`src/rtl/rv32_data_bus_bridge_pkg.sv`:
```
// Shared types and constants for the core-to-bus data bridge.
package rv32_data_bus_bridge_pkg;

    localparam int unsigned DEFAULT_FIFO_DEPTH = 4;
    localparam logic [3:0]  FULL_STROBE        = 4'b1111;

    typedef enum logic [2:0] {
        IDLE,
        DRAIN,
        READ_REQ,
        READ_WAIT,
        DONE
    } bridge_state_t;

    typedef struct packed {
        logic [31:0] addr;
        logic [3:0]  strobe;
        logic [31:0] data;
    } store_entry_t;

    // The bus only ever sees word addresses; byte lanes are selected by strobes.
    function automatic logic [31:0] word_align(input logic [31:0] addr);
        return {addr[31:2], 2'b00};
    endfunction

endpackage

```
`src/rtl/rv32_data_bus_bridge_store_fifo.sv`:
```
// Posted-store FIFO: power-of-two depth, pointers wrap modulo depth,
// full is taken from the count at the start of the cycle (no bypass).
module rv32_store_fifo
    import rv32_data_bus_bridge_pkg::*;
#(
    parameter int unsigned DEPTH = DEFAULT_FIFO_DEPTH
) (
    input  logic                     clk_i,
    input  logic                     rst_i,
    input  logic                     push,
    input  logic                     pop,
    input  store_entry_t             push_entry,
    output logic                     full,
    output logic                     empty,
    output logic [$clog2(DEPTH):0]   count,
    output store_entry_t             head
);

    localparam int unsigned     PTR_W       = $clog2(DEPTH);
    localparam logic [PTR_W:0]  DEPTH_COUNT = DEPTH[PTR_W:0];

    store_entry_t     mem [DEPTH];
    logic [PTR_W-1:0] rd_ptr;
    logic [PTR_W-1:0] wr_ptr;
    logic             do_push;
    logic             do_pop;

    assign full    = (count == DEPTH_COUNT);
    assign empty   = (count == '0);
    assign do_push = push && !full;
    assign do_pop  = pop && !empty;
    assign head    = mem[rd_ptr];

    // Pointer and occupancy bookkeeping; push and pop together leave count unchanged.
    // NOTE: sequential state uses non-blocking assignments so every register samples pre-edge values.
    always_ff @(posedge clk_i or posedge rst_i) begin
        if (rst_i) begin
            rd_ptr <= '0;
            wr_ptr <= '0;
            count  <= '0;
        end else begin
            if (do_push) wr_ptr <= wr_ptr + 1'b1;
            if (do_pop)  rd_ptr <= rd_ptr + 1'b1;
            case ({do_push, do_pop})
                2'b10:   count <= count + 1'b1;
                2'b01:   count <= count - 1'b1;
                default: count <= count;
            endcase
        end
    end

    // Entry storage.
    // NOTE: storage is deliberately not reset; pointers and count define which entries are live.
    always_ff @(posedge clk_i) begin
        if (do_push) mem[wr_ptr] <= push_entry;
    end

endmodule

```
`src/rtl/rv32_data_bus_bridge.sv`:
```
// Data-port bridge: posts stores into a FIFO drained on a valid/ready bus,
// orders loads behind pending stores, and stalls the core while a request waits.
module rv32_data_bus_bridge
    import rv32_data_bus_bridge_pkg::*;
#(
    parameter int unsigned FIFO_DEPTH = DEFAULT_FIFO_DEPTH
) (
    input  logic        clk_i,
    input  logic        rst_i,
    input  logic [3:0]  core_write_enable_i,
    input  logic        core_read_i,
    input  logic [31:0] core_address_i,
    input  logic [31:0] core_write_data_i,
    output logic [31:0] core_read_data_o,
    output logic        core_stall_o,
    output logic        bus_valid_o,
    input  logic        bus_ready_i,
    output logic        bus_write_o,
    output logic [3:0]  bus_strobe_o,
    output logic [31:0] bus_address_o,
    output logic [31:0] bus_write_data_o,
    input  logic        bus_read_valid_i,
    input  logic [31:0] bus_read_data_i
);

    localparam int unsigned CNT_W = $clog2(FIFO_DEPTH) + 1;

    bridge_state_t state;
    logic [31:0]   read_data_q;
    logic          is_store;
    logic          is_load;
    logic          fifo_full;
    logic          fifo_empty;
    logic          push;
    logic          pop;
    logic          drain_valid;
    logic          last_pop;
    logic [CNT_W-1:0] fifo_count;
    store_entry_t  head;
    store_entry_t  new_entry;

    // A nonzero strobe makes the request a store regardless of core_read_i.
    assign is_store    = |core_write_enable_i;
    assign is_load     = core_read_i && !is_store;
    assign drain_valid = ((state == IDLE) || (state == DRAIN)) && !fifo_empty;
    assign push        = (state == IDLE) && is_store && !fifo_full;
    assign pop         = drain_valid && bus_ready_i;
    assign last_pop    = pop && (fifo_count == CNT_W'(1));
    assign new_entry   = '{addr: core_address_i, strobe: core_write_enable_i, data: core_write_data_i};

    assign core_read_data_o = read_data_q;

    rv32_store_fifo #(
        .DEPTH(FIFO_DEPTH)
    ) u_store_fifo (
        .clk_i      (clk_i),
        .rst_i      (rst_i),
        .push       (push),
        .pop        (pop),
        .push_entry (new_entry),
        .full       (fifo_full),
        .empty      (fifo_empty),
        .count      (fifo_count),
        .head       (head)
    );

    // Stall and bus request decode from state, FIFO head and core inputs.
    // NOTE: every output gets a default first so no path infers a latch.
    always_comb begin
        core_stall_o     = 1'b0;
        bus_valid_o      = 1'b0;
        bus_write_o      = 1'b0;
        bus_strobe_o     = '0;
        bus_address_o    = '0;
        bus_write_data_o = '0;
        if (!rst_i) begin
            case (state)
                IDLE:                      core_stall_o = is_load || (is_store && fifo_full);
                DRAIN, READ_REQ, READ_WAIT: core_stall_o = 1'b1;
                default:                   core_stall_o = 1'b0;
            endcase
        end
        if (drain_valid) begin
            bus_valid_o      = 1'b1;
            bus_write_o      = 1'b1;
            bus_strobe_o     = head.strobe;
            bus_address_o    = word_align(head.addr);
            bus_write_data_o = head.data;
        end else if (state == READ_REQ) begin
            bus_valid_o   = 1'b1;
            bus_strobe_o  = FULL_STROBE;
            bus_address_o = word_align(core_address_i);
        end
    end

    // Load sequencing: drain posted stores, issue the read, capture data, retire.
    always_ff @(posedge clk_i or posedge rst_i) begin
        if (rst_i) begin
            state       <= IDLE;
            read_data_q <= '0;
        end else begin
            case (state)
                IDLE:      if (is_load) state <= fifo_empty ? READ_REQ : DRAIN;
                DRAIN:     if (fifo_empty || last_pop) state <= READ_REQ;
                READ_REQ:  if (bus_ready_i) state <= READ_WAIT;
                READ_WAIT: if (bus_read_valid_i) begin
                               read_data_q <= bus_read_data_i;
                               state       <= DONE;
                           end
                DONE:      state <= IDLE;
                default:   state <= IDLE;
            endcase
        end
    end

endmodule
```
`config.mk`:
```
export PLATFORM = sky130hd
export DESIGN_NAME = rv32_data_bus_bridge
export DESIGN_NICKNAME = d
export VERILOG_FILES = /design/src/rtl/rv32_data_bus_bridge_pkg.sv /design/src/rtl/rv32_data_bus_bridge_store_fifo.sv /design/src/rtl/rv32_data_bus_bridge.sv
export SDC_FILE = /design/constraint.sdc
export NUM_CORES = 1
export LEC_CHECK = 0
export ABC_AREA = 1
export CAP_MARGIN = 20
export CORE_ASPECT_RATIO = 1.75
export CORE_MARGIN = 2
export CORE_UTILIZATION = 35
export CTS_CLUSTER_DIAMETER = 50
export CTS_CLUSTER_SIZE = 25
export DETAILED_ROUTE_END_ITERATION = 8
export PLACE_DENSITY = 0.57
export SYNTH_ARGS = -nofsm -noshare
export SYNTH_HDL_FRONTEND = slang
export SYNTH_SLANG_ARGS = --single-unit
```
`constraint.sdc`:
```
create_clock -name clk_i -period 5.6 [get_ports clk_i]
set_input_delay 1.12 -clock clk_i [delete_from_list [all_inputs] [get_ports clk_i]]
set_output_delay 1.12 -clock clk_i [all_outputs]
set_load 0.02 [all_outputs]
```
# Word level (Yosys, flattened, before mapping)

Memories as Yosys holds them, arrays and structs flattened.
Index checks and enable logic that the tools add are counted.

Input bits: 105
Memories kept: 1
Output and inout port bits: 103
Word-level logic and storage cells: 62
Bits in read-only memories: 0
Bits in registers: 42
Bits in writable memories: 272
Bits in latches: 0

Memories:

| name             | words | bits a word | read ports | clocked after memory_dff | write ports | line                                  | RTL |
|---|---|---|---|---|---|---|---|
| u_store_fifo.mem | 4     | 68          | 1          | 0                        | 1           | rv32_data_bus_bridge_store_fifo.sv:22 | `store_entry_t mem [DEPTH];` |

Muxes and demuxes: 19
Add/subtract/negate cells: 4
Shift-type cells: 0
Reductions and logical operators: 22
Divide/modulo/power cells: 0
Eq/ne operators: 11
$mul: 0
Bitwise operators: 0
$lt $le $gt $ge: 0

Operator list:

| kind                | number |
|---|---|
| $mux 32             | 3 |
| $mux 3              | 4 |
| $pmux 3 s4          | 1 |
| $logic_and 1x1->1   | 9 |
| $mux 4              | 2 |
| $eq 3x1->1 const B  | 2 |
| $eq 3x2->1 const B  | 2 |
| $logic_not 3->1     | 2 |
| $mux 1              | 6 |
| $ne 2x2->1 const B  | 3 |
| $pmux 3 s2          | 1 |
| $add 2x1->2 const B | 2 |
| $reduce_and 4->1    | 1 |
| $reduce_or 4->1     | 1 |
| $add 3x1->3 const B | 1 |
| $eq 3x3->1 const B  | 1 |
| $logic_not 1->1     | 3 |
| $logic_or 1x1->1    | 3 |
| $reduce_or 3->1     | 1 |
| $sub 3x1->3 const B | 1 |
| $eq 2x1->1 const B  | 1 |
| $eq 2x2->1 const B  | 1 |
| $mux 2              | 1 |
| $ne 2x1->1 const B  | 1 |
| other kinds (3)     | 3 |

# Longest topological paths before layout

Word-level depth: 8
Depth in mapped cells: 13

# By module

A second synthesis with hierarchy kept.

Cell total of the unflattened synthesis: 1,160
Area total of the unflattened synthesis: 13,600.5 sq um

By module, submodules not included:

| module               | instances | area an instance (sq um) | cells each |
|---|---|---|---|
| rv32_store_fifo      | 1         | 11,419.7                 | 856 |
| rv32_data_bus_bridge | 1         | 2,180.8                  | 304 |

# Least setup slack after synthesis

OpenSTA, ideal clock, no wires.

Kind: in2reg
Start: input port core_write_enable_i[1]
End: memory u_store_fifo.mem[0][0] (netlist name) (enable)
Data arrival time: 4,258 ps
Slack: 852 ps
Cell stages on the path: 4
Setup time: 491 ps
Required time: 5,109 ps
Path through: nor2_1 -> nand2_1 -> nand3_1 -> nor2_1

Longest elaborated chain between the ends: 6

Ends and longest elaborated chain:

| what                           | line                                  | RTL |
|---|---|---|
| start, declared                | rv32_data_bus_bridge.sv:10            | `input logic [3:0] core_write_enable_i,` |
| $reduce_or 4->1                | rv32_data_bus_bridge.sv:43            | `assign is_store = \|core_write_enable_i;` |
| $logic_and 1x1->1 (2 in a row) | rv32_data_bus_bridge.sv:46            | `assign push = (state == IDLE) && is_store && !fifo_full;` |
| $logic_and 1x1->1              | rv32_data_bus_bridge_store_fifo.sv:30 | `assign do_push = push && !full;` |
| $mux 1                         | rv32_data_bus_bridge_store_fifo.sv:55 | `if (do_push) mem[wr_ptr] <= push_entry;` |
| $mux 1 (implied by the code)   | rv32_data_bus_bridge_store_fifo.sv:55 |  |
| end, declared                  | rv32_data_bus_bridge_store_fifo.sv:22 |  |

No other way between the ends.

# Final worst setup path

Start: register state[0]
End: output port bus_strobe_o[1]

Longest elaborated chain between the ends: 4
Elaborated cells on any way between the ends: 7

Ends and longest elaborated chain:

| what                                          | line                        | RTL |
|---|---|---|
| start, declared                               | rv32_data_bus_bridge.sv:28  | `bridge_state_t state;` |
| start signal, assigned                        | rv32_data_bus_bridge.sv:103 | `IDLE: if (is_load) state <= fifo_empty ? READ_REQ : DRAIN;` |
| $eq 3x1->1 or $logic_not 3->1 (tied branches) | rv32_data_bus_bridge.sv:45  | `assign drain_valid = ((state == IDLE) \|\| (state == DRAIN)) && !fifo_empty;` |
| $logic_or 1x1->1                              | rv32_data_bus_bridge.sv:45  |  |
| $logic_and 1x1->1                             | rv32_data_bus_bridge.sv:45  |  |
| $mux 4 (*)                                    | rv32_data_bus_bridge.sv:83  | `if (drain_valid) begin` |
| end, declared                                 | rv32_data_bus_bridge.sv:19  | `output logic [3:0] bus_strobe_o,` |

Every way passes the cells marked *; elsewhere a longest branch is shown, timed or not.

==> reports/results.md <==
| Result | Value |
|---|---|
| Leakage component of the power | 5.92 nW |
| Final instance count without filler cells | 1744 |
| Final TNS setup | 0 ns |
| Worst Setup End Kind | output port |
| Total design power | 8.93 mW |
| Commonest non-fill, non-tap cell in the layout | edfxtp_1 |
| Placement-stage worst setup slack | 1.49 ns |
| Die area | 37200 µm² |
| Area of the multi-input gates | 2960 µm² |
| Worst setup SP type | flop |
| Post-synth ARST share | 0.137 |
| Hold violation count in the final report | 0 |
| Global-route wire length before repair | 47.0 mm |
| Die height | 254 µm |
| TritonCTS sink count | 306 |
| Sequential Area | 8980 µm² |
| Area of the mapped netlist | 12500 µm² |
| Placed cell areas | 15000 µm² |
| CP required | 4.48 ns |
| Number of buffers on the longest clock path | 3 |
| CTS H-tree lvls | 1 |
| Unrepaired setup endpoints after global routing | false |
| Final Core Density | 0.449 |
| Maximum achievable frequency | 0.217 GHz |
| Row count | 91 |
| Normalized max-slew margin | 0.386 |
| Final design area excluding fillers | 15800 µm² |
| Initial standard-cell utilization of the core | 0.354 |
| Synth unique cells | 23 |
| Type of the setup path with the least slack | reg -> out |
| Slew at the pin closest to its max-slew limit | 0.922 ns |
| 1st-iter DRT viols | 470 |
| Dominant synthesized flop cell | edfxtp_1 |
| Total of endpoints with negative setup slack in the final report | 0 |
| Maximum VDD drop | 427 µV |
| Hold Worst Slack | 0.484 ns |
| Average wire per cell in the routed design | 17.2 µm |
| Number of hold buffers added after CTS | 0 |
| CTS buffer count | 22 |
| Clock latency at the later pin of the worst-skew pair | 0.53 ns |
| Warnings from Yosys | 0 |
| Arrival time of the worst setup path | 3.49 ns |
| Count of TritonRoute iterations in the first routing pass | 5 |
| GRT Residual Overflow | 0 |
| Port Buf Inserts | 203 |
| Die X-Extent | 147 µm |
| TritonCTS clock tree | done |
| Final Skew | 0.0188 ns |
| Placed Cells | 1703 |
| Most frequent cells in the layout | 264 x edfxtp_1, 217 x nand2_1, 203 x clkdlybuf4s50_1 |
| Weighted congestion reported at the end of routability-driven placement | 0.807 |
| Number of fill cells | 3260 |
| Routed wire length | 30.0 mm |
| Remaining design rule violation count | 0 |
| Half-perimeter wire length after detailed placement | 17.7 mm |
| Max capacitance violation total | 0 |
| Overall global routing resource usage | 0.161 |
| Synth Area per Inst | 11.5 µm² |
| Outcome | finished clean |
| Total power density per cell area | 565 nW/µm² |
| Synthesized instance count | 1086 |
| Detailed-route via count | 8448 |
| Final antenna-violating net count | 0 |
| Mean number of vias per cell | 4.84 |
| Share of final-layout standard cells stronger than drive strength 1 | 0.0532 |
| FF+latch count, synth | 306 |
| Top fanout value on the critical path | 39 |
| Sequential area share after synthesis | 0.721 |
| Number of enable-type register cells in the synthesized netlist | 264 |
| Class of the tightest hold or removal check | reg -> reg |
| Ratio of final minimum period to clock period | 0.823 |
| Number of global-route vias before repair | 8488 |
| Number of setup buffers added after CTS | 0 |
| Area growth, synth to finish | 26.9% |
| Maximum number of pins on one net before global-route repair | 81 |
| Core area | 35200 µm² |
| Resize count post-CTS | 0 |
| Crit path setup slack, layout | 0.993 ns |
| Final period demand of the worst path | 4.61 ns |
| Final-stage net count | 1376 |
| Clock slew at the register clock pins of the worst setup and hold paths | 0.09 ns |
| Number of antenna violations at the first check in global routing | 1 |
| CTS root buf | clkbuf_16 |
| Boundary pin count | 208 |
| Max-slew violation total from the final report | 0 |
report_power, final:
group | switching, mW | internal (mW) | total, mW | leakage [nW]
Clock | 0.886 | 0.865 | 1.75 | 0.395
Sequential | 0.198 | 2.99 | 3.19 | 2.92
Combinational | 2.48 | 1.50 | 3.99 | 2.61
cell type report:
| cell class | instances | share of cell area |
|---|---|---|
| antenna | 1 | 0.000158 |
| clock buffer | 23 | 0.0364 |
| clock inverter | 17 | 0.0148 |
| inverter | 60 | 0.0144 |
| multi-input combinational | 656 | 0.187 |
| sequential | 306 | 0.568 |
| tap | 465 | 0.0368 |
| timing repair buffer | 216 | 0.142 |
sequential cells by signal, summed over array words and instances (netlist names):
signal,flops
u_store_fifo.wr_ptr,2
u_store_fifo.mem,264
core_read_data_o,32
state,3
u_store_fifo.rd_ptr,2
u_store_fifo.count,3
cells in the mapped netlist, types with 3 or more instances:
| cell | instances | share of area |
|---|---|---|
| edfxtp_1 | 264 | 0.64 |
| nand2_1 | 217 | 0.065 |
| nor2_1 | 175 | 0.053 |
| o21ai_0 | 162 | 0.065 |
| inv_1 | 51 | 0.015 |
| dfrtp_1 | 42 | 0.084 |
| nand3_1 | 40 | 0.016 |
| o22ai_1 | 36 | 0.018 |
| clkbuf_1 | 35 | 0.011 |
| buf_2 | 19 | 0.0076 |
| ha_1 | 9 | 0.0090 |
| inv_2 | 8 | 0.0024 |
| buf_4 | 7 | 0.0042 |
| o21ai_1 | 5 | 0.0020 |
| buf_6 | 4 | 0.0036 |
| xor2_1 | 3 | 0.0021 |
cell families (layout without fill, tap and decap cells):
family,after synthesis,after routing,synth area share
and+or+nand+nor,435,435,0.136
adders and majority gates,9,9,0.00904
DFF,306,306,0.721
AOI/OAI and AO/OA,205,205,0.0860
other,1,3,0.000301
xor gates and xnor gates,5,5,0.00352
buffers and inverters,125,316,0.0441
layer usage:
| layer | wire [µm] | vias to the layer above | GRT usage |
|---|---|---|---|
| li1 | - | 4075 | - |
| met1 | 11400 | 4148 | 0.180 |
| met2 | 16600 | 184 | 0.313 |
| met3 | 1200 | 41 | 0.0197 |
| met4 | 754 | 0 | 0.0524 |
| met5 | 0 | - | 0 |
critical path, cell delays in order, from the launching register on:
cell and delay (ns):
dfrtp_1 0.45, nor2_4 0.12, buf_4 0.38, nand2_1 0.13, nand2_1 0.09, nand2_1 0.10
inv_2 0.52, buf_12 0.31, nand2_1 0.08, nand2_1 0.12, clkdlybuf4s50_1 0.63
worst paths after layout:
kind,to,depth (start not counted),from,slack [ns]
min,core_read_data_o[0],2,core_read_data_o[0],0.48
min in group asynchronous,u_store_fifo.count[1],3,rst_i,1.05
max in group asynchronous,u_store_fifo.rd_ptr[0],3,rst_i,4.13
max,bus_strobe_o[1],10,state[0],0.99
min reg2reg,core_read_data_o[0],2,core_read_data_o[0],0.48
max reg2reg,u_store_fifo.mem[2][39],7,state[0],2.46
No activity file was read; power rests on OpenSTA's default activity.
